File: src/rtl/note_player_pkg.sv
// Shared types and default sizing for the note player and its tempo prescaler.
// Also used by the upstream sequencer so both sides agree on widths.
package note_player_pkg;

  typedef enum logic [1:0] {
    ST_IDLE = 2'd0,
    ST_TONE = 2'd1,
    ST_GAP  = 2'd2
  } state_e;

  localparam int HALF_W_DEFAULT = 16;
  localparam int DUR_W_DEFAULT  = 12;
  localparam int TPM_W_DEFAULT  = 16;
  localparam int GAP_MS_DEFAULT = 10;

endpackage

File: src/rtl/note_if.sv
// Note command handshake between the sequencer (master) and the note player (slave).
interface note_if import note_player_pkg::*; #(
  parameter int HALF_W = HALF_W_DEFAULT,
  parameter int DUR_W  = DUR_W_DEFAULT
);

  logic              note_valid;
  logic              note_ready;
  logic [HALF_W-1:0] note_half_period;
  logic [DUR_W-1:0]  note_dur_ms;

  modport master (
    output note_valid,
    output note_half_period,
    output note_dur_ms,
    input  note_ready
  );

  modport slave (
    input  note_valid,
    input  note_half_period,
    input  note_dur_ms,
    output note_ready
  );

endinterface

File: src/rtl/ms_timer.sv
// Millisecond prescaler: counts 0..tpm-1 while enabled and strobes on the wrap cycle.
module ms_timer import note_player_pkg::*; #(
  parameter int TPM_W = TPM_W_DEFAULT
) (
  input  logic             clk,
  input  logic             rst,
  input  logic             clear,
  input  logic             enable,
  input  logic [TPM_W-1:0] tpm,
  output logic             ms_strobe
);

  logic [TPM_W-1:0] count;
  logic             at_last;

  // The strobe is combinational so the consumer acts on the same edge the count wraps.
  assign at_last   = (count == tpm - TPM_W'(1));
  assign ms_strobe = enable && at_last;

  always_ff @(posedge clk or posedge rst) begin
    if (rst) begin
      count <= '0;
    end else if (clear) begin
      // NOTE: non-blocking assignment for all clocked state so every register samples pre-edge values.
      count <= '0;
    end else if (enable) begin
      if (at_last) count <= '0;
      else         count <= count + TPM_W'(1);
    end
  end

endmodule

File: src/rtl/note_player.sv
// Square-wave tone generator: plays one commanded note for a number of milliseconds,
// then holds a silent articulation gap before accepting the next note.
module note_player import note_player_pkg::*; #(
  parameter int HALF_W = HALF_W_DEFAULT,
  parameter int DUR_W  = DUR_W_DEFAULT,
  parameter int TPM_W  = TPM_W_DEFAULT,
  parameter int GAP_MS = GAP_MS_DEFAULT
) (
  input  logic             clk,
  input  logic             rst,
  input  logic [TPM_W-1:0] ticks_per_milli,
  note_if.slave            note,
  output logic             sound,
  output logic             playing,
  output logic             busy,
  output logic             note_done
);

  localparam logic [DUR_W-1:0] GAP_LAST = DUR_W'((GAP_MS > 0) ? GAP_MS - 1 : 0);

  state_e            state;
  logic [HALF_W-1:0] half_q;
  logic [HALF_W-1:0] phase;
  logic [DUR_W-1:0]  dur_q;
  logic [DUR_W-1:0]  ms_cnt;
  logic [TPM_W-1:0]  tpm_q;

  logic accept;
  logic ms_strobe;
  logic tone_last;
  logic gap_last;

  assign note.note_ready = (state == ST_IDLE);
  assign accept          = note.note_valid && note.note_ready;

  assign tone_last = ms_strobe && (ms_cnt == dur_q - DUR_W'(1));
  assign gap_last  = ms_strobe && (ms_cnt == GAP_LAST);

  ms_timer #(
    .TPM_W (TPM_W)
  ) u_ms_timer (
    .clk       (clk),
    .rst       (rst),
    .clear     (accept),
    .enable    (state != ST_IDLE),
    .tpm       (tpm_q),
    .ms_strobe (ms_strobe)
  );

  always_ff @(posedge clk or posedge rst) begin
    if (rst) begin
      state     <= ST_IDLE;
      half_q    <= '0;
      dur_q     <= '0;
      tpm_q     <= '0;
      phase     <= '0;
      ms_cnt    <= '0;
      sound     <= 1'b0;
      playing   <= 1'b0;
      busy      <= 1'b0;
      note_done <= 1'b0;
    end else begin
      note_done <= 1'b0;
      case (state)
        ST_IDLE: begin
          if (accept) begin
            half_q <= note.note_half_period;
            dur_q  <= note.note_dur_ms;
            // A zero tick rate would stall the prescaler forever; treat it as one tick per ms.
            tpm_q  <= (ticks_per_milli == '0) ? TPM_W'(1) : ticks_per_milli;
            phase  <= '0;
            ms_cnt <= '0;
            sound  <= 1'b0;
            if (note.note_dur_ms == '0) begin
              note_done <= 1'b1;
            end else begin
              state   <= ST_TONE;
              busy    <= 1'b1;
              playing <= (note.note_half_period != '0);
            end
          end
        end

        ST_TONE: begin
          if (tone_last) begin
            sound   <= 1'b0;
            playing <= 1'b0;
            phase   <= '0;
            ms_cnt  <= '0;
            if (GAP_MS == 0) begin
              state     <= ST_IDLE;
              busy      <= 1'b0;
              note_done <= 1'b1;
            end else begin
              state <= ST_GAP;
            end
          end else begin
            if (ms_strobe) ms_cnt <= ms_cnt + DUR_W'(1);
            // A zero half-period is a rest: timing runs but the pin stays low.
            if (half_q != '0) begin
              if (phase == half_q - HALF_W'(1)) begin
                sound <= ~sound;
                phase <= '0;
              end else begin
                phase <= phase + HALF_W'(1);
              end
            end
          end
        end

        ST_GAP: begin
          if (gap_last) begin
            state     <= ST_IDLE;
            busy      <= 1'b0;
            ms_cnt    <= '0;
            note_done <= 1'b1;
          end else if (ms_strobe) begin
            ms_cnt <= ms_cnt + DUR_W'(1);
          end
        end

        default: begin
          state   <= ST_IDLE;
          busy    <= 1'b0;
          playing <= 1'b0;
          sound   <= 1'b0;
        end
      endcase
    end
  end

endmodule

File: src/flat_wrapper.sv
// flat-port wrapper written by rule: the top's interface ports become plain ports
module note_player_flat import note_player_pkg::*;
#(
  parameter int HALF_W = HALF_W_DEFAULT,
  parameter int DUR_W  = DUR_W_DEFAULT,
  parameter int TPM_W  = TPM_W_DEFAULT,
  parameter int GAP_MS = GAP_MS_DEFAULT
)
  (clk, rst, ticks_per_milli, sound, playing, busy, note_done, note_note_valid, note_note_half_period, note_note_dur_ms, note_note_ready);
  note_if #(.HALF_W(HALF_W), .DUR_W(DUR_W)) note_i ();
  input  logic clk;
  input  logic rst;
  input  logic [TPM_W-1:0] ticks_per_milli;
  output logic sound;
  output logic playing;
  output logic busy;
  output logic note_done;
  input wire logic [$bits(note_i.note_valid)-1:0] note_note_valid;
  input wire logic [$bits(note_i.note_half_period)-1:0] note_note_half_period;
  input wire logic [$bits(note_i.note_dur_ms)-1:0] note_note_dur_ms;
  output wire logic [$bits(note_i.note_ready)-1:0] note_note_ready;
  assign note_i.note_valid = note_note_valid;
  assign note_i.note_half_period = note_note_half_period;
  assign note_i.note_dur_ms = note_note_dur_ms;
  assign note_note_ready = note_i.note_ready;
  note_player #(.HALF_W(HALF_W), .DUR_W(DUR_W), .TPM_W(TPM_W), .GAP_MS(GAP_MS)) u_core (.clk(clk), .rst(rst), .ticks_per_milli(ticks_per_milli), .note(note_i), .sound(sound), .playing(playing), .busy(busy), .note_done(note_done));
endmodule
File: config.mk
export PLATFORM = sky130hd
export DESIGN_NAME = note_player_flat
export DESIGN_NICKNAME = d
export VERILOG_FILES = /design/src/rtl/note_player_pkg.sv /design/src/rtl/note_if.sv /design/src/rtl/ms_timer.sv /design/src/rtl/note_player.sv /design/src/flat_wrapper.sv
export SDC_FILE = /design/constraint.sdc
export NUM_CORES = 1
export LEC_CHECK = 0
export ABC_AREA = 1
export CAP_MARGIN = 0
export CORE_ASPECT_RATIO = 1.4
export CORE_MARGIN = 10
export CORE_UTILIZATION = 45
export CTS_BUF_LIST = sky130_fd_sc_hd__clkbuf_2 sky130_fd_sc_hd__clkbuf_4 sky130_fd_sc_hd__clkbuf_8
export CTS_CLUSTER_SIZE = 10
export DETAILED_ROUTE_END_ITERATION = 8
export GPL_ROUTABILITY_DRIVEN = 0
export GPL_TIMING_DRIVEN = 0
export PLACE_DENSITY = 0.62
export SLEW_MARGIN = 10
export SYNTH_ARGS = -nofsm -noshare
export SYNTH_HDL_FRONTEND = slang
export SYNTH_SLANG_ARGS = --single-unit
File: constraint.sdc
create_clock -name clk -period 5.25 [get_ports clk]
set_clock_uncertainty 0.2 [all_clocks]
set_input_delay 1.3125 -clock clk [delete_from_list [all_inputs] [get_ports clk]]
set_output_delay 1.3125 -clock clk [all_outputs]
set_load 0.02 [all_outputs]
==> flow_summary.rst, run 1 <==
.. list-table::
   :header-rows: 1

   * - Metric
     - Value
   * - WP data required
     - 3.74 ns
   * - Top area cells in the synthesized netlist
     - dfrtp_1 (34%), nand2_1 (16%), xor2_1 (6.7%)
   * - Clock power share
     - 15.5%
   * - Worst hold slack
     - between 0.3 and 0.4 ns
   * - Ratio of routed vias to standard cells
     - 5.10
   * - Endpoint of the worst-slack reg-to-reg timing path
     - u_core.phase[13]
   * - Vertical die dimension
     - 167 um
   * - Overall Power
     - 3.69 mW
   * - Share of final-layout standard cells stronger than drive strength 1
     - 7.77%
   * - Unrepaired setup endpoints after global routing
     - no
   * - Flip-flop and latch count after synthesis
     - 94
   * - Ports placed on the boundary
     - 52
   * - Horiz. Die Dim
     - approximately 120 um
   * - Adder-Cell Fraction of Synth Area
     - under 10%
   * - Port buffer count
     - 51
   * - Start of the worst register-to-register path
     - u_core.tpm_q[0]
   * - Number of hold violations in the final report
     - 0
   * - Final Critical Period
     - 3.40 ns
   * - Worst Path Class, Setup
     - flip-flop to output port
   * - Number of distinct library cell variants in the gate-level netlist after synthesis
     - 40
   * - Max-Cap Viols
     - 0
   * - Number of enable-type register cells in the synthesized netlist
     - 0
   * - Wire length of the first global-routing pass
     - 31400 um
   * - Combinational Power Share
     - 52.2%
   * - Post-synthesis xor/xnor area fraction
     - 10.0%
   * - Complex-gate fraction of the synthesized area
     - about 7.3%
   * - Dominant synthesized flop cell
     - dfrtp_1
   * - Die area
     - 20800 sq um
   * - Routed vias
     - 6425
   * - Final antenna-violating net count
     - 0
   * - Post-synthesis instance area
     - 6920 sq um
   * - Overall track demand over capacity in global routing
     - a little under a fifth
   * - Switching Share
     - 48.1%
   * - Number of nets produced by synthesis
     - 1057
   * - Via count of the first global-routing pass
     - between 6000 and 7000
   * - Final layout net count
     - about 1100
   * - Total inserted antenna cells
     - 0
   * - Share of the yosys chip area belonging to registers
     - 34.0%
   * - Net switching power
     - 1.78 mW
   * - Initial DRC Count
     - 415
   * - Depth of the CTS H-tree
     - 3
   * - 1st-pass router iterations
     - 5
   * - DRC Markers
     - 0
   * - Post-CTS Repair Setup Buffers
     - 0
   * - Proportion of synthesized area in mux cells
     - 0%
   * - Simple-Gate Fraction of Synth Area
     - 38.8%
   * - Internal Dissipation
     - about 1.9 mW
   * - Finished Core Util
     - 52.7%
   * - Yosys top cell area share
     - about a third
   * - Placed wire-length estimate after detailed placement
     - approximately 15000 um
   * - Cell Rows
     - 53
   * - Synth-to-Final Area Change
     - 14.6%
   * - Series of cell instances along the critical path
     - inv_1, ha_1, clkdlybuf4s50_1
   * - Arrival time at the worst endpoint
     - 1.88 ns
   * - Highest cell delay on the worst timing path
     - 0.68 ns
   * - Clock root buffer master
     - clkbuf_8
   * - Element type at the critical path end
     - output port
   * - Number of antenna violations at the first check in global routing
     - 0
   * - Core Box Area
     - 15100 sq um
   * - Clock latency reported for the late side of the worst-skew pair
     - 0.39 ns
   * - Critical path's slowest cell
     - clkdlybuf4s50_1
   * - Number of filler instances in the final layout
     - roughly 1500
   * - Largest family of logic cells by synthesized area
     - simple AND/OR/NAND/NOR gates
   * - Overflow left after global routing
     - 0
   * - Endpoints failing setup
     - 0
   * - Largest net degree at the start of global routing
     - 56
   * - CTS buffer count
     - 9
   * - Routed wire per std cell
     - approximately 15 um
   * - Buffers & Inverters on Critical Path
     - 2
   * - Maximum fanout count along the critical path
     - 5
   * - Max-slew violation total from the final report
     - 0
   * - Final period utilization
     - approximately two thirds
   * - Family of cells with the greatest summed delay on the critical path
     - buffers and inverters
   * - Number of instances in the synthesized netlist
     - 1000
   * - Clock sink total
     - 94
   * - Starting Density
     - 46.0%
   * - Instance count on the critical path
     - 3
   * - CP Capture Point
     - note_note_ready
   * - Power density relative to cell area
     - 465 nW/um^2
   * - Hold-fix buffers at CTS
     - 0
   * - Sequential power share
     - between 30% and 40%
   * - Number of cells on the worst reg-to-reg path
     - 16
   * - Hold crit path type
     - flip-flop to flip-flop
   * - Setup crit start kind
     - flip-flop
   * - Largest area contributor in the synthesized netlist
     - dfrtp_1
   * - Register-to-register path setup slack
     - 2.29 ns
   * - Fmax
     - 294 MHz
   * - Async set-or-reset flop fraction in the synthesized netlist
     - between 90% and 100%
   * - Leakage dissipation
     - 3.63 nW
   * - Critical path startpoint
     - u_core.state[0]
   * - Run status
     - finished, final reports clean
   * - Mean post-synth cell area
     - 6.92 sq um
   * - Slew headroom
     - 47.3%
   * - Clock-pin slew on the worst setup and hold paths
     - roughly 0.09 ns
   * - Clock tree from TritonCTS
     - done
   * - Total routed wirelength
     - ~19000 um
   * - Synthesis warning total
     - 0
   * - Post-cts resize count
     - 0
   * - Maximum root-to-sink buffer count
     - 2
   * - Highest ir drop seen on vdd
     - about 0.27 mV
   * - Transition time at the pin with the least slew margin
     - a little under 0.8 ns
-- cells by family (layout without fill, tap and decap cells) --
family | Yosys count | in the layout
AO/OA/AOI/OAI | 88 | 88
XOR/XNOR | 79 | 79
adder cells (fa/ha/maj) | 10 | 10
buffers and inverters | 139 | 207
flip-flops | 94 | 94
AND/OR/NAND/NOR | 590 | 590
-- state kept, by name (all words and copies together) (netlist names) --
name / count
u_core.u_ms_timer.count: 16
u_core.dur_q: 12
u_core.phase: 16
u_core.tpm_q: 16
u_core.state: 2
u_core.sound: 1
u_core.ms_cnt: 12
u_core.playing: 1
u_core.half_q: 16
u_core.busy: 1
u_core.note_done: 1
-- layout make-up --
cell class                      instances  area (sq um)  share of cell area, %
Clock buffer                           11           145                   1.83
Tap cell                              192           240                   3.03
Multi-Input combinational cell        767          4010                   50.5
Sequential cell                        94          2350                   29.7
Clock inverter                          5          81.3                   1.03
Timing Repair Buffer                   52           538                   6.79
Inverter                              111           419                   5.29
Buffer                                 28           145                   1.83
-- power groups by stage --
stage,logic [mW],registers (mW),clock network [mW]
floorplan,1.49,1.12,0
global placement,1.91,1.21,0
detailed placement,1.94,1.21,0
CTS,1.95,1.19,0.580
global route,2.20,1.23,0.608
finish,1.92,1.20,0.570
-- synthesized netlist by cell type, types with 2 or more instances --
cell	number
a21oi_1	7
and2_1	3
buf_1	3
buf_2	5
buf_6	3
clkbuf_1	16
clkinv_1	3
dfrtp_1	94
ha_1	10
inv_1	102
inv_2	6
nand2_1	300
nand2_2	11
nand2_4	4
nand3_1	83
nand3_2	4
nand3_4	4
nand3b_1	6
nand4_1	20
nor2_1	105
nor2_2	6
nor2_4	5
nor3_1	15
nor4_1	18
o211ai_1	2
o21ai_0	35
o21ai_1	21
o21ai_2	11
o22ai_1	7
or2_2	4
xnor2_1	26
xor2_1	53
-- worst register-to-register path: stages, from the launching register on --
cell and delay (ns):
dfrtp_1 0.43, inv_1 0.20, ha_1 0.34, nand2_1 0.09
nand3_1 0.09, nand2_1 0.05, nor2_1 0.14, nand3_1 0.10
nor2_1 0.18, nand3_2 0.15, nor2_4 0.16, nand3_4 0.15
nand2_2 0.11, nand3_4 0.09, buf_2 0.22, nand2_1 0.08
o21ai_1 0.06
-- cell usage in the layout, fill, tap and decap left out, types with 2 or more instances in the layout --
master,n
buf_2,5
nor2_4,5
o22ai_1,7
clkdlybuf4s50_1,51
bufinv_16,2
nand4_1,20
and2_1,3
clkinv_1,3
nand3_2,4
xnor2_1,26
nor2_2,6
nor3_1,15
o21ai_1,21
o211ai_1,2
xor2_1,53
or2_2,4
nand2_1,300
clkbuf_1,16
nand3b_1,6
inv_1,101
inv_2,6
o21ai_2,11
ha_1,10
nand3_1,83
buf_1,3
o21ai_0,35
buf_6,3
nor4_1,18
dfrtp_1,94
clkbuf_8,10
nand3_4,4
nor2_1,105
nand2_4,4
a21oi_1,7
nand2_2,11
-- layer usage --
metal	part of all wire, %	vias to the layer above	global-route usage, %
li1	-	3327	-
met1	42	2969	20.2
met2	52	102	33.9
met3	2.7	27	2.22
met4	2.5	0	7.53
met5	0	-	0
-- worst min-delay path by stage --
stage,slack [ns],start,cells past startpoint,to
floorplan,0.25,u_core.dur_q[1],2,u_core.dur_q[1]
global placement,0.28,u_core.dur_q[1],2,u_core.dur_q[1]
detailed placement,0.28,u_core.dur_q[1],2,u_core.dur_q[1]
CTS,0.31,u_core.dur_q[1],2,u_core.dur_q[1]
global route,0.35,u_core.state[1],2,u_core.state[1]
finish,0.31,u_core.dur_q[1],2,u_core.dur_q[1]
-- stage by stage --
stage | setup WS [ns] | instances | TNS, ns | area [sq um]
2_1_floorplan | 1.29 | 1000 | 0 | 6920
3_3_place_gp | -0.336 | 1243 | -30.46 | 7670
3_5_place_dp | 1.61 | 1244 | 0 | 7700
4_1_cts | 1.84 | 1260 | 0 | 7930
5_1_grt | 1.80 | 1260 | 0 | 7930
6_report | 1.85 | 1260 | 0 | 7930
Power figures use the tool's default switching activity.
==> run 2, diff against run 1 <==
- clock period: 5.25 -> 3.2 ns (I/O delays scaled with it)
==> flow_summary.rst, run 2 (synthesis results as in run 1) <==
.. list-table::
   :header-rows: 1

   * - Metric
     - Value
   * - Post-CTS Repair Setup Buffers
     - 0
   * - Vertical die dimension
     - approximately 170 um
   * - Ratio of routed vias to standard cells
     - 5.13
   * - Sequential power share
     - 32.9%
   * - Number of hold violations in the final report
     - 0
   * - Worst slack at placement
     - 0.0670 ns
   * - Post-Place Cells
     - 1245
   * - DRC Markers
     - 0
   * - Final antenna-violating net count
     - 0
   * - Port buffer count
     - 51
   * - Power density relative to cell area
     - 753 nW/um^2
   * - Synth-to-Final Area Change
     - 14.4%
   * - Horiz. Die Dim
     - 125 um
   * - Clock-pin slew on the worst setup and hold paths
     - ~0.10 ns
   * - CTS buffer count
     - 9
   * - Ports placed on the boundary
     - 52
   * - Starting Density
     - 46.0%
   * - Overall track demand over capacity in global routing
     - a little under a fifth
   * - Clock tree from TritonCTS
     - done
   * - Number of cells on the worst reg-to-reg path
     - 16
   * - Maximum root-to-sink buffer count
     - 2
   * - Core Box Area
     - 15100 sq um
   * - Final layout net count
     - 1121
   * - Switching Share
     - 48.8%
   * - Maximum fanout count along the critical path
     - 10
   * - Fmax
     - 335 MHz
   * - Most common cell after layout, fill and taps aside
     - nand2_1
   * - Routed vias
     - 6470
   * - Worst Path Class, Setup
     - flip-flop to flip-flop
   * - Leakage dissipation
     - ~3.6 nW
   * - Number of filler instances in the final layout
     - 1520
   * - Instance count on the critical path
     - 16
   * - Total routed wirelength
     - ~19000 um
   * - DP Area
     - 7720 sq um
   * - Run status
     - finished, final reports clean
   * - Routed wire per std cell
     - 15.0 um
   * - Most used cells in the layout excluding fill and tap cells
     - nand2_1 (300), nor2_1 (105), inv_1 (101)
   * - Final Critical Period
     - 2.98 ns
   * - Busiest grt layer
     - met2
   * - Placed wire-length estimate after detailed placement
     - 15100 um
   * - M1 GR Usage
     - roughly a fifth
   * - Element type at the critical path end
     - flip-flop
   * - Worst path most repeated cell
     - nand2_1
   * - Share of final-layout standard cells stronger than drive strength 1
     - 7.95%
   * - Transition time at the pin with the least slew margin
     - 0.825 ns
   * - Number of non-filler instances in the completed layout
     - 1261
   * - WP data required
     - 3.26 ns
   * - Number of cells on the worst hold path
     - 2
   * - Worst setup margin
     - roughly 0.22 ns
   * - Met2 global-route usage
     - 33.4%
   * - Final Cell Area
     - 7920 sq um
   * - Highest ir drop seen on vdd
     - 0.469 mV
   * - Combinational Power Share
     - 53.1%
   * - Max-slew violation total from the final report
     - 0
   * - Internal Dissipation
     - 3.05 mW
   * - Family of cells with the greatest summed delay on the critical path
     - simple AND/OR/NAND/NOR gates
   * - Clock sink total
     - 94
   * - Hold-fix buffers at CTS
     - 0
   * - Wire length of the first global-routing pass
     - 31500 um
   * - Highest cell delay on the worst timing path
     - between 0.4 and 0.5 ns
   * - Die area
     - approximately 21000 sq um
   * - Buffers & Inverters on Critical Path
     - 2
   * - Depth of the CTS H-tree
     - 3
   * - 1st-pass router iterations
     - 5
   * - Final period utilization
     - 93.3%
   * - Unrepaired setup endpoints after global routing
     - no
   * - Max-Cap Viols
     - 0
   * - Hold crit path type
     - flip-flop to flip-flop
   * - Clock root buffer master
     - clkbuf_8
   * - Overflow left after global routing
     - 0
   * - Number of antenna violations at the first check in global routing
     - 0
   * - Clock latency reported for the late side of the worst-skew pair
     - between 0.3 and 0.4 ns
   * - Setup crit start kind
     - flip-flop
   * - Critical path's slowest cell
     - dfrtp_1
   * - Met3 demand-to-capacity share in global routing
     - ~2.5%
   * - Final setup TNS
     - 0 ns
   * - Clock power share
     - 13.9%
   * - Net switching power
     - around 2.9 mW
   * - Via count of the first global-routing pass
     - 6312
   * - Slew headroom
     - 44.5%
   * - Cell Rows
     - 53
   * - Endpoints failing setup
     - 0
   * - Largest net degree at the start of global routing
     - 36
   * - Total inserted antenna cells
     - 0
   * - Arrival time at the worst endpoint
     - 3.04 ns
   * - Series of cell instances along the critical path
     - inv_1, ha_2, nand2_1, nand3_1, nand2_1, nor2_1, nand3_1, nor2_1, nand3_2, nor2_4, nand3_4, nand2_2, nand3_4, buf_2, nand2_1, o21ai_1
   * - Initial DRC Count
     - 409
## run 2: cell count changes in the layout (fill, tap and decap cells not counted), sizes merged
cell      before  now
clkinvlp       1    3
bufinv         2    1
inv          109  108
buf           13   14
## run 2: metrics by stage
step,util [%],total power [mW],hold WS (ns)
after global routing,52.6,6.53,0.354
after floorplan,-,4.29,0.253
final,52.6,5.96,0.317
after global placement,51.0,5.10,0.276
after CTS,52.6,5.99,0.320
after detailed placement,51.3,5.14,0.291
## run 2: power by group through the flow
stage / combinational [mW] / sequential [mW] / clock [mW]
6_report: 3.17 / 1.96 / 0.831
5_1_grt: 3.62 / 2.01 / 0.899
4_1_cts: 3.18 / 1.96 / 0.848
3_5_place_dp: 3.16 / 1.98 / 0
3_3_place_gp: 3.12 / 1.98 / 0
2_1_floorplan: 2.45 / 1.84 / 0
## run 2: area by class of cell
type | instances | area (sq um) | share of cell area [%]
multi-input combinational | 767 | 4010 | 50.7
sequential | 94 | 2350 | 29.7
timing repair buffer | 53 | 551 | 6.95
inverter | 111 | 420 | 5.31
tap | 192 | 240 | 3.03
buffer | 28 | 145 | 1.83
clock buffer | 11 | 139 | 1.75
clock inverter | 5 | 58.8 | 0.743
## run 2: timing repair
action | 4_1_cts | 5_1_grt
endpoints found under the hold margin | 0 | 0
endpoints found under the setup margin | 0 | 20
gates resized for setup | 0 | 1
## run 2: tightest hold or removal path: stages (launching register included)
cell     delay, ns
dfrtp_1       0.37
nand2_1       0.05
o21ai_0       0.06
## run 2: layer usage
layer / up-vias / share of wire, % / routed length [um]
li1: 3332 / - / -
met1: 2995 / 42 / 8050
met2: 115 / 52 / 9870
met3: 28 / 3.3 / 621
met4: 0 / 2.2 / 424
met5: - / 0 / 0
## run 2: path summary, 6_finish.rpt
kind | slack (ns) | end | from
max in group asynchronous | 1.24 | u_core.half_q[2] | rst
min reg2reg | 0.32 | u_core.dur_q[1] | u_core.dur_q[1]
min | 0.32 | u_core.dur_q[1] | u_core.dur_q[1]
max | 0.22 | u_core.phase[13] | u_core.tpm_q[0]
max reg2reg | 0.22 | u_core.phase[13] | u_core.tpm_q[0]
min in group asynchronous | 0.72 | u_core.half_q[10] | rst
==> run 3, diff against run 2 <==
- CAP_MARGIN: 0 -> unset
- CORE_ASPECT_RATIO: 1.4 -> 1.75
==> flow_summary.rst, run 3 (synthesis results as in run 1) <==
.. list-table::
   :header-rows: 1

   * - Metric
     - Value
   * - Clock power share
     - 13.5%
   * - Number of cells on the worst reg-to-reg path
     - 9
   * - Post-Place Cells
     - 1237
   * - Number of non-filler instances in the completed layout
     - ~1300
   * - Horiz. Die Dim
     - 114 um
   * - Final period utilization
     - about 90%
   * - Routed wire per std cell
     - 15.7 um
   * - Hold crit path type
     - flip-flop to flip-flop
   * - Worst slack at placement
     - 0.0238 ns
   * - Most used cells in the layout excluding fill and tap cells
     - nand2_1 (300), nor2_1 (104), inv_1 (101)
   * - Ports placed on the boundary
     - 52
   * - Switching Share
     - 49.9%
   * - Internal Dissipation
     - ~3.0 mW
   * - 1st-pass router iterations
     - 5
   * - Slew headroom
     - 52.2%
   * - Most common cell after layout, fill and taps aside
     - nand2_1
   * - Via count of the first global-routing pass
     - 6550
   * - Clock-pin slew on the worst setup and hold paths
     - 0.11 ns
   * - Final antenna-violating net count
     - 0
   * - Critical path startpoint
     - u_core.state[0]
   * - Die area
     - roughly 21000 sq um
   * - Total routed wirelength
     - 19600 um
   * - DR WL met2
     - 10900 um
   * - Final setup TNS
     - 0 ns
   * - Start of the worst register-to-register path
     - u_core.state[0]
   * - Depth of the CTS H-tree
     - 3
   * - Overflow left after global routing
     - 0
   * - CTS buffer count
     - 9
   * - Core Box Area
     - ~15000 sq um
   * - Leakage dissipation
     - 3.63 nW
   * - WP data required
     - 3.30 ns
   * - Initial DRC Count
     - 298
   * - Synth-to-Final Area Change
     - 14.5%
   * - Unrepaired setup endpoints after global routing
     - no
   * - Maximum root-to-sink buffer count
     - 2
   * - Arrival time at the worst endpoint
     - 2.97 ns
   * - Max-Cap Viols
     - 0
   * - Run status
     - finished, final reports clean
   * - Clock root buffer master
     - clkbuf_8
   * - Port buffer count
     - 51
   * - Total inserted antenna cells
     - 0
   * - Combinational Power Share
     - 54.0%
   * - Max-slew violation total from the final report
     - 0
   * - Metal3 WL
     - 465 um
   * - Overall track demand over capacity in global routing
     - 19.2%
   * - Largest net degree at the start of global routing
     - 33
   * - Final layout net count
     - ~1100
   * - Worst hold slack
     - around 0.32 ns
   * - Clock latency reported for the late side of the worst-skew pair
     - 0.38 ns
   * - Hold-fix buffers at CTS
     - 0
   * - Final Critical Period
     - 2.86 ns
   * - Placed wire-length estimate after detailed placement
     - 16000 um
   * - Fmax
     - 349 MHz
   * - Ratio of routed vias to standard cells
     - 5.17
   * - Maximum fanout count along the critical path
     - 10
   * - Transition time at the pin with the least slew margin
     - 0.717 ns
   * - Clock sink total
     - 94
   * - Endpoints failing setup
     - 0
   * - Clock tree from TritonCTS
     - done
   * - Setup crit start kind
     - flip-flop
   * - Wire length of the first global-routing pass
     - approximately 32000 um
   * - Number of hold violations in the final report
     - 0
   * - DRC Markers
     - 0
   * - Share of final-layout standard cells stronger than drive strength 1
     - 8.13%
   * - Worst setup margin
     - between 0.3 and 0.4 ns
   * - Routed vias
     - 6473
   * - Net switching power
     - around 3 mW
   * - Vertical die dimension
     - 184 um
   * - Highest ir drop seen on vdd
     - around 0.39 mV
   * - Sequential power share
     - around 33%
   * - Uppermost signal routing layer after detailed routing
     - met4
   * - Element type at the critical path end
     - flip-flop
   * - Worst Path Class, Setup
     - flip-flop to flip-flop
   * - CP Capture Point
     - u_core.phase[9]
   * - Sum of routed wire segments on met1
     - 7710 um
   * - Power density relative to cell area
     - 751 nW/um^2
   * - Endpoint of the worst-slack reg-to-reg timing path
     - u_core.phase[9]
   * - Register-to-register path setup slack
     - 0.34 ns
   * - Starting Density
     - 46.2%
   * - Number of antenna violations at the first check in global routing
     - 0
   * - Cell Rows
     - 59
-- run 3: cell count changes in the layout (fill, tap and decap cells not counted) --
cell | before | now
buf_16 | 0 | 1
bufinv_16 | 1 | 0
clkbuf_4 | 2 | 0
clkinv_4 | 0 | 2
clkinvlp_4 | 3 | 1
inv_6 | 1 | 2
inv_8 | 0 | 2
nor2_1 | 105 | 104
nor2_2 | 6 | 7
-- run 3: layout make-up --
| cell class | instances | area, sq um |
|---|---|---|
| Buffer | 28 | 145 |
| Clock buffer | 9 | 124 |
| Clock inverter | 7 | 62.6 |
| Fill cell | 1535 | 7060 |
| Inverter | 111 | 420 |
| Multi-Input combinational cell | 767 | 4010 |
| Sequential cell | 94 | 2350 |
| Tap cell | 183 | 229 |
| Timing Repair Buffer | 54 | 578 |
-- run 3: worst max-delay path, stage by stage, from the launching register on --
cell	delay (ns)
dfrtp_1	0.41
inv_1	0.09
ha_1	0.30
inv_2	0.19
nor2_1	0.42
clkinv_1	0.50
nand3_4	0.26
buf_2	0.26
nand2_1	0.07
o21ai_1	0.08
-- run 3: through the flow --
step	area [sq um]	util [%]	total power [mW]
after floorplan	6930	-	4.29
after global placement	7660	51.1	5.12
after detailed placement	7730	51.6	5.18
after CTS	7920	52.8	6.00
after global routing	7920	52.9	6.50
final	7920	52.9	5.95
-- run 3: repair_timing --
| item | 4_1_cts | 5_1_grt |
|---|---|---|
| endpoints found under the setup margin | 0 | 1 |
| resized for setup | 0 | 2 |
| buffers inserted | 0 | 0 |
-- run 3: per-layer routing --
layer / up-vias / track usage, %
met2: 107 / 36.5
met5: - / 0
met1: 3002 / 20.3
met3: 40 / 2.39
li1: 3324 / -
met4: 0 / 7.85
-- run 3: worst min path at each step --
stage	from	to	slack [ns]	cells past startpoint
floorplan	u_core.dur_q[1]	u_core.dur_q[1]	0.25	2
global placement	u_core.dur_q[1]	u_core.dur_q[1]	0.29	2
detailed placement	u_core.dur_q[1]	u_core.dur_q[1]	0.29	2
CTS	u_core.state[1]	u_core.state[1]	0.32	2
global route	u_core.busy	u_core.busy	0.37	2
finish	u_core.state[0]	u_core.state[0]	0.32	2
-- run 3: power groups by stage --
stage               logic, mW  clock network, mW  registers, mW
finish                   3.21              0.803           1.94
global route             3.65              0.857           2.00
CTS                      3.25              0.822           1.93
detailed placement       3.23                  0           1.95
global placement         3.17                  0           1.95
floorplan                2.45                  0           1.84
